--- config.mk ---
export PLATFORM = sky130hd
export DESIGN_NAME = buf_req_arbiter
export DESIGN_NICKNAME = d
export VERILOG_FILES = /design/src/rtl/buf_arb_pkg.sv /design/src/rtl/rr_priority_pick.sv /design/src/rtl/buf_req_arbiter.sv
export SDC_FILE = /design/constraint.sdc
export NUM_CORES = 1
export LEC_CHECK = 0
export ABC_AREA = 1
export CELL_PAD_IN_SITES_DETAIL_PLACEMENT = 1
export CELL_PAD_IN_SITES_GLOBAL_PLACEMENT = 1
export CORE_ASPECT_RATIO = 0.9
export CORE_MARGIN = 2
export CORE_UTILIZATION = 35
export DETAILED_ROUTE_END_ITERATION = 7
export PLACE_DENSITY_LB_ADDON = 0.1
export SLEW_MARGIN = 15
export SYNTH_ARGS = -nofsm -noshare
export SYNTH_HDL_FRONTEND = slang
export SYNTH_SLANG_ARGS = --single-unit
--- constraint.sdc ---
create_clock -name clk -period 5.8 [get_ports clk]
set_input_delay 0.87 -clock clk [delete_from_list [all_inputs] [get_ports clk]]
set_output_delay 0.87 -clock clk [all_outputs]
set_load 0.02 [all_outputs]
--- src/rtl/buf_arb_pkg.sv ---
// Shared types and helpers for the BUF request arbiter.
package buf_arb_pkg;

    // Handshake phases of one forwarded transfer
    typedef enum logic [1:0] {
        IDLE = 2'd0,
        FWD  = 2'd1,
        HOLD = 2'd2,
        REL  = 2'd3
    } state_t;

    localparam int XCNT_W  = 16;
    localparam int MAX_SRC = 8;

    // Round-robin winner: first set bit of req searching last+1, last+2, ...
    // modulo n. Returns 0 when nothing is requested (caller qualifies with any-req).
    function automatic int rr_pick(input logic [MAX_SRC-1:0] req,
                                   input int last,
                                   input int n = MAX_SRC);
        int idx;
        bit found;
        rr_pick = 0;
        found   = 1'b0;
        for (int k = 1; k <= MAX_SRC; k++) begin
            if (k <= n && !found) begin
                idx = last + k;
                if (idx >= n) idx = idx - n;
                if (req[idx[2:0]]) begin
                    rr_pick = idx;
                    found   = 1'b1;
                end
            end
        end
    endfunction

endpackage

--- src/rtl/rr_priority_pick.sv ---
// Combinational round-robin selector: request vector plus last winner in,
// next winner and any-request flag out. Reusable by other schedulers.
module rr_priority_pick
    import buf_arb_pkg::*;
#(
    parameter int N   = 3,
    parameter int IDW = $clog2(N)
)(
    input  logic [N-1:0]   req,
    input  logic [IDW-1:0] last,
    output logic [IDW-1:0] winner,
    output logic           anyReq
);

    logic [MAX_SRC-1:0] reqExt;

    // Widen to the helper's fixed width and pick the next requester after last
    always_comb begin
        reqExt         = '0;
        reqExt[N-1:0]  = req;
        winner         = IDW'(rr_pick(reqExt, int'(last), N));
        anyReq         = |req;
    end

endmodule

--- src/rtl/buf_req_arbiter.sv ---
// Round-robin arbiter sharing one four-phase REQ/ACK BUF port between
// NUM_SRC senders. Grants are held for a full handshake; a watchdog flags
// a BUF that stalls on either acknowledge edge.
module buf_req_arbiter
    import buf_arb_pkg::*;
#(
    parameter int NUM_SRC = 3,
    parameter int DATA_W  = 32,
    parameter int TIMEOUT = 64
)(
    input  logic                       clk,
    input  logic                       rst,
    input  logic [NUM_SRC-1:0]         s_req,
    input  logic [NUM_SRC*DATA_W-1:0]  s_data,
    output logic [NUM_SRC-1:0]         s_ack,
    output logic                       b_req,
    output logic [DATA_W-1:0]          b_data,
    input  logic                       b_ack,
    output logic [$clog2(NUM_SRC)-1:0] grant_id,
    output logic                       busy,
    output logic [XCNT_W-1:0]          xfer_count,
    output logic                       timeout_err
);

    localparam int IDW = $clog2(NUM_SRC);
    localparam logic [XCNT_W-1:0] TO_LIM = XCNT_W'(TIMEOUT);

    state_t            state;
    logic [IDW-1:0]    lastGrant;
    logic [IDW-1:0]    winner;
    logic              anyReq;
    logic [XCNT_W-1:0] wdCnt;
    logic              stall;

    rr_priority_pick #(
        .N   (NUM_SRC),
        .IDW (IDW)
    ) uPick (
        .req    (s_req),
        .last   (lastGrant),
        .winner (winner),
        .anyReq (anyReq)
    );

    // Handshake FSM; every output is registered here. Other senders' requests
    // are only looked at in IDLE, so a grant cannot be stolen mid-transfer.
    always_ff @(posedge clk or posedge rst) begin
        if (rst) begin
            state      <= IDLE;
            lastGrant  <= IDW'(NUM_SRC - 1);
            grant_id   <= '0;
            s_ack      <= '0;
            b_req      <= 1'b0;
            b_data     <= '0;
            busy       <= 1'b0;
            xfer_count <= '0;
        end else begin
            case (state)
                IDLE: begin
                    if (anyReq) begin
                        grant_id <= winner;
                        b_data   <= s_data[int'(winner)*DATA_W +: DATA_W];
                        b_req    <= 1'b1;
                        busy     <= 1'b1;
                        state    <= FWD;
                    end
                end
                FWD: begin
                    if (b_ack) begin
                        s_ack <= NUM_SRC'(1) << grant_id;
                        state <= HOLD;
                    end
                end
                HOLD: begin
                    // A sender that dropped early (during FWD) exits here at once
                    if (!s_req[grant_id]) begin
                        b_req <= 1'b0;
                        state <= REL;
                    end
                end
                REL: begin
                    if (!b_ack) begin
                        s_ack      <= '0;
                        lastGrant  <= grant_id;
                        xfer_count <= xfer_count + XCNT_W'(1);
                        busy       <= 1'b0;
                        state      <= IDLE;
                    end
                end
                default: state <= IDLE;
            endcase
        end
    end

    // Waiting on a BUF acknowledge edge: FWD without ack rise, REL without ack fall.
    // Every other cycle either changes state or waits on the sender, so the
    // watchdog count restarts.
    assign stall = ((state == FWD) && !b_ack) || ((state == REL) && b_ack);

    // Watchdog: count stalled cycles, saturate at the limit, latch the sticky flag
    always_ff @(posedge clk or posedge rst) begin
        if (rst) begin
            wdCnt       <= '0;
            timeout_err <= 1'b0;
        end else if (!stall) begin
            wdCnt <= '0;
        end else if (wdCnt != TO_LIM) begin
            wdCnt <= wdCnt + XCNT_W'(1);
            if ((wdCnt + XCNT_W'(1)) == TO_LIM) timeout_err <= 1'b1;
        end
    end

endmodule

==> results of run 1 <==
worst register-to-register path: cells and delay by family (launching register included):
family / cells / cell delay (ns)
AND/OR/NAND/NOR: 6 / 1.49
flip-flops: 1 / 0.57
buffers and inverters: 3 / 0.43
adder cells (fa/ha/maj): 1 / 0.35
through the flow:
stage	cells	total power, mW	utilization, %
CTS	965	3.66	50.7
global placement	949	2.93	48.1
floorplan	640	2.34	-
detailed placement	949	3.00	48.1
finish	965	3.60	50.7
global route	965	3.90	50.7
metal layers:
| layer | track usage, % | wire [um] | vias up |
|---|---|---|---|
| met5 | 0 | 0 | - |
| met4 | 6.52 | 238 | 0 |
| met3 | 6.54 | 886 | 19 |
| met2 | 38.1 | 7540 | 108 |
| met1 | 26.7 | 6730 | 2263 |
| li1 | - | - | 2300 |
flip-flops by register name, summed over array words and instances, names as in the netlist:
register	cells
xfer_count	16
busy	1
s_ack	3
b_req	1
timeout_err	1
b_data	32
grant_id	2
state	2
lastGrant	2
wdCnt	16
cell families (layout without fill, tap and decap cells):
kind of cell             after synthesis  in the layout  share of synthesized area [%]
AND/OR/NAND/NOR                      366            366                           36.2
buffers and inverters                127            284                           11.6
flip-flops                            76             76                           40.1
AO/OA/AOI/OAI                         33             33                           3.95
XOR/XNOR                              23             23                           4.24
adder cells (fa/ha/maj)               14             14                           3.69
multiplexers                           1              1                          0.237
layout make-up:
class                           instances  share of cell area, %
Clock buffer                           13                   4.01
Clock inverter                          3                   1.00
Inverter                              110                   6.21
Multi-Input combinational cell        437                   34.1
Sequential cell                        76                   28.2
Tap cell                              168                   3.12
Timing Repair Buffer                  158                   23.4
layout by cell type, fill, tap and decap left out, types with 2 or more instances in the layout:
cell,netlist,routed
nor2_1,51,51
nand2_4,5,5
ha_1,14,14
bufinv_16,0,2
clkdlybuf4s50_1,0,157
inv_1,104,103
a21oi_1,15,15
nand3_2,2,2
inv_4,2,2
nand2_2,5,5
dfrtp_1,75,75
nand2_1,162,162
nand3_1,111,111
nand3_4,2,2
xor2_1,17,17
clkbuf_16,0,9
inv_2,4,4
nand3b_1,8,8
nor2_2,3,3
xnor2_1,6,6
nor3_1,4,4
clkbuf_8,0,3
nand4_1,7,7
o21ai_0,14,14
nor2_4,2,2
path summary, 6_finish.rpt:
| path | startpoint | end | cells after the start |
|---|---|---|---|
| setup / recovery | s_req[2] | b_data[9] | 7 |
| hold / removal | xfer_count[15] | xfer_count[15] | 1 |
| setup reg to reg | lastGrant[1] | b_data[13] | 10 |
| hold reg to reg | xfer_count[15] | xfer_count[15] | 1 |
| max in group asynchronous | rst | b_data[18] | 3 |
| min in group asynchronous | rst | b_req | 3 |
power breakdown:
group          switching, mW  internal (mW)  leakage (nW)
Clock                  0.222          0.412         0.162
Combinational           1.37          0.740          2.17
Sequential             0.143          0.714         0.965
Total                   1.73           1.87          3.29
==> results.cfg, run 1 <==
[status]
status = completed

[detailed_routing]
vias = 4690
vias_per_cell = 4.86
drt-total-wl_um = 15400
drc = 0
drt_iter0_drc = 215
wl_per_cell_um = 16.0
final_antenna_net_count = 0
drtPass1Iterations = 5

[worst_setup_path]
path_cells = clkdlybuf4s50_1 -> inv_1 -> a31oi_4 -> inv_1 -> nor2_8 -> nand3_1 -> nand3_1
worst-path-buf-inv = 3
startpoint_type = primary input
crit_fanout = 29
end_kind = flop
slowest_stage = inv_1
arrival_ns = 3.40
path_delay_family = buffers and inverters
worstSetupPathType = in2reg
critPathMaxStageDelay_ns = 0.63
reg2reg_slack_ns = 2.90
worstPathRequired_ns = 6.07

[sta]
setup_violations = 0
skew_ns = 0.00576
rsz0062_at_grt = false
final.period_utilization_pct = 54.0
timing.hold.ws_ns = 0.466
slew_viol_final = 0
min_period_ns = 3.13
worst_slew_pin_slew_ns = 1.02
setup_ws_ns = 2.67
tns_ns = 0
slew-limit-headroom_pct = 31.9
max_freq_mhz = 320
hold_viol = 0

[synthesis]
synth_largest_area_cell = dfrtp_1
avgSynthCellArea_um2 = 7.42
synth_top_area_share_pct = 39.5
yosys.cell_count.top_type = nand2_1
synth_edf_count = 0
yosysUniqueCellTypes = 35
synth_seq_area_share_pct = 40.1
synth_area_um2 = 4750
synth.ff_latch_count = 76
yosysWarnings = 0
synthArstFlopShare_pct = 100
synthesis.instances = 640
synth.area.top_cells = dfrtp_1 40%, nand2_1 13%, nand3_1 12%
syn_nets = 756
synthTopCellsByCount = 162 x nand2_1, 111 x nand3_1, 104 x inv_1, 75 x dfrtp_1, 51 x nor2_1
ys.flop_type = dfrtp_1

[pwr]
p_per_area_nw_per_um2 = 534
ir_worst_vdd_v = 0.000232
leakage_nw = 3.29

[finish]
seqCellArea_um2 = 1900
area_growth_syn_to_layout_pct = 42.0
multi_input_area_um2 = 2300
drive_above_1_share_pct = 6.02
nets = 908
fillers = 1651
stdcell_area_um2 = 6750
n_antenna_cell = 0

[grt]
grt_overflow = 0
grt_pass1_wl_um = 25100
grt_antenna_before_repair = 0
grt_pass1_vias = 4987
grt_max_degree = 77
grt.total_usage_pct = 22.0

[die]
die_w_um = 127
core_area_um2 = 13300
initial_utilization_pct = 35.7
boundaryPins = 158
fp.dieH_um = 115
num_rows = 40
die_area_um2 = 14500

[clocking]
cts_tree = built
postCtsSetupBuffers = 0
cts.sinks = 76
clk_path_buf_depth = 2
cts_resized = 0
holdBufCountCts = 0
clock_latency_ns = 0.34
cts_max_level = 3
cts_made_buffers = 9
path_clk_slew_ns = 0.06
clockRootBuffer = clkbuf_16

[placed_design]
place_hpwl_um = 11600
place_ws_ns = 2.28
post_dp_cell_area_um2 = 6410
gp_congestion = 0.896
portBuffers = 157

[flow_run]
drv_cap = 0

[worst_hold_path]
hp-class = reg2reg
No activity file was read; power rests on OpenSTA's default activity.
==> run 2: changes to the inputs <==
CORE_UTILIZATION = 30   (was 35)
clock period = 2.85 ns   (was 5.8 ns; I/O delays follow)
==> run 2 against run 1 <==
Effect of this change: sequential power grew 110%; via count grew 0.36%; core utilization shrank 6.5 points; hold slack lost 0.015 ns; critical path depth grew 8; global-route usage shrank 1.6 points; register-to-register slack lost 2.6 ns; first-iteration DRC count shrank 8.4%; cell count grew 4.6%; total power grew 100%; critical path type is now reg2reg; largest cell class unchanged; largest power group unchanged; highest routed layer unchanged.
==> results.cfg, run 2 (synthesis results as in run 1) <==
[status]
status = completed

[worst_setup_path]
path_cells = inv_1 -> ha_1 -> nand2_1 -> nand2_1 -> nand2_1 -> inv_2 -> nand2_4 -> nand2_1 -> nand2_1 -> nand2_4 -> nand2_4 -> inv_6 -> nand2_1 -> nand3_1 -> nand3_1
worst-path-buf-inv = 3
r2r_start = lastGrant[1]
worstPathRequired_ns = 3.07
worstSetupPathType = reg2reg
reg2reg_slack_ns = 0.25
arrival_ns = 2.82
crit_fanout = 26
slowest_stage = dfstp_2
path_delay_family = simple AND/OR/NAND/NOR gates
critPathMaxStageDelay_ns = 0.57
startpoint_type = flop
worst_r2r_path_depth = 15
crit_path_frequent_cell = nand2_1
end_kind = flop
r2r-end = b_data[0]

[die]
die_area_um2 = 16900
boundaryPins = 158
initial_utilization_pct = 30.8
fp.dieH_um = 123
core_area_um2 = 15400
die_w_um = 137
num_rows = 43

[finish]
stdcell_area_um2 = 6830
final_cell_mix = 162 x nand2_1, 157 x clkdlybuf4s50_1, 111 x nand3_1, 103 x inv_1, 75 x dfrtp_1
top_register = b_data
area_growth_syn_to_layout_pct = 43.7
nets = 917
largestRegisters = b_data x32, wdCnt x16, xfer_count x16
drive_above_1_share_pct = 6.70
final_common_cell = nand2_1
largest_reg_flops = 32

[clocking]
path_clk_slew_ns = 0.06
cts_tree = built
clockRootBuffer = clkbuf_16
postCtsSetupBuffers = 0
clk_path_buf_depth = 2
clock_latency_ns = 0.34
cts.sinks = 76
cts_max_level = 3
cts_made_buffers = 9

[grt]
grt_antenna_before_repair = 0
grt_max_degree = 35
grt.total_usage_pct = 20.5
grt_pass1_vias = 5098
grt_overflow = 0
grt_pass1_wl_um = 26600

[sta]
worst_slew_pin_slew_ns = 0.577
setup_violations = 0
tns_ns = 0
slew-limit-headroom_pct = 61.4
setup_ws_ns = 0.255
max_freq_mhz = 385
rsz0062_at_grt = false
hold_viol = 0
final.period_utilization_pct = 91.1
slew_viol_final = 0
min_period_ns = 2.60
skew_ns = 0.00380

[detailed_routing]
vias_per_cell = 4.67
drt-total-wl_um = 16300
drc = 0
vias = 4707
final_antenna_net_count = 0
drtPass1Iterations = 4
wl_per_cell_um = 16.1
drt_iter0_drc = 197

[worst_hold_path]
hp-class = in2async

[flow_run]
drv_cap = 0

[placed_design]
place_ws_ns = 0.194
gp_congestion = 0.839
place_hpwl_um = 12500
post_dp_cell_area_um2 = 6530
portBuffers = 157

[pwr]
ir_worst_vdd_v = 0.000483
leakage_nw = 3.32
p_per_area_nw_per_um2 = 1070
-- run 2: cell types whose count changed in the layout (fill, tap and decap cells not counted) --
cell / before / now
clkbuf_1: 1 / 4
bufinv_16: 2 / 1
buf_12: 0 / 1
clkinvlp_4: 1 / 0
diode_2: 0 / 1
clkbuf_8: 3 / 1
clkinv_2: 1 / 2
inv_6: 0 / 1
inv_4: 2 / 1
buf_4: 1 / 9
-- run 2: layer usage --
metal / global-route usage [%] / up-vias / share of wire (%)
li1: - / 2322 / -
met1: 26.2 / 2271 / 46
met2: 34.1 / 103 / 47
met3: 6.40 / 11 / 6.4
met4: 3.91 / 0 / 0.66
met5: 0 / - / 0
-- run 2: layout make-up --
type / count / area (um^2)
Antenna cell: 1 / 2.50
Clock buffer: 14 / 254
Clock inverter: 2 / 35.0
Fill cell: 1880 / 8620
Inverter: 110 / 422
Multi-Input combinational cell: 437 / 2300
Sequential cell: 76 / 1900
Tap cell: 202 / 253
Timing Repair Buffer: 167 / 1660
-- run 2: worst register-to-register path, cell delays in order (launching register included) --
cell     delay, ns
dfstp_2       0.57
inv_1         0.09
ha_1          0.36
nand2_1       0.10
nand2_1       0.07
nand2_1       0.06
inv_2         0.08
nand2_4       0.09
nand2_1       0.07
nand2_1       0.09
nand2_4       0.13
nand2_4       0.22
inv_6         0.28
nand2_1       0.09
nand3_1       0.10
nand3_1       0.07
-- run 2: power by group --
| part | internal [mW] | total (mW) | switching, mW |
|---|---|---|---|
| Combinational | 1.60 | 4.43 | 2.83 |
| Clock | 0.703 | 1.15 | 0.446 |
| Sequential | 1.45 | 1.76 | 0.302 |
| Total | 3.75 | 7.33 | 3.58 |
-- run 2: metrics by stage --
| step | utilization (%) | total power [mW] | cells | hold WS [ns] |
|---|---|---|---|---|
| 4_1_cts | 44.2 | 7.46 | 1008 | 0.467 |
| 5_1_grt | 44.2 | 7.99 | 1008 | 0.513 |
| 6_report | 44.2 | 7.33 | 1009 | 0.452 |
| 2_1_floorplan | - | 4.76 | 640 | 0.521 |
| 3_3_place_gp | 42.3 | 6.12 | 992 | 0.459 |
| 3_5_place_dp | 42.3 | 6.26 | 992 | 0.469 |
-- run 2: worst max path at each step --
stage	end	cells after the start	start	slack, ns
2_1_floorplan	b_data[0]	1	rst	0.49
3_3_place_gp	b_data[2]	15	lastGrant[1]	0.31
3_5_place_dp	b_data[7]	15	lastGrant[1]	0.19
4_1_cts	b_data[7]	15	lastGrant[1]	0.18
5_1_grt	b_data[1]	15	lastGrant[1]	0.05
6_report	b_data[0]	15	lastGrant[1]	0.25
-- run 2: what timing repair did --
action	in CTS	in global routing
endpoints found under the setup margin	0	6
hold buffers	0	0
resized for setup	0	1
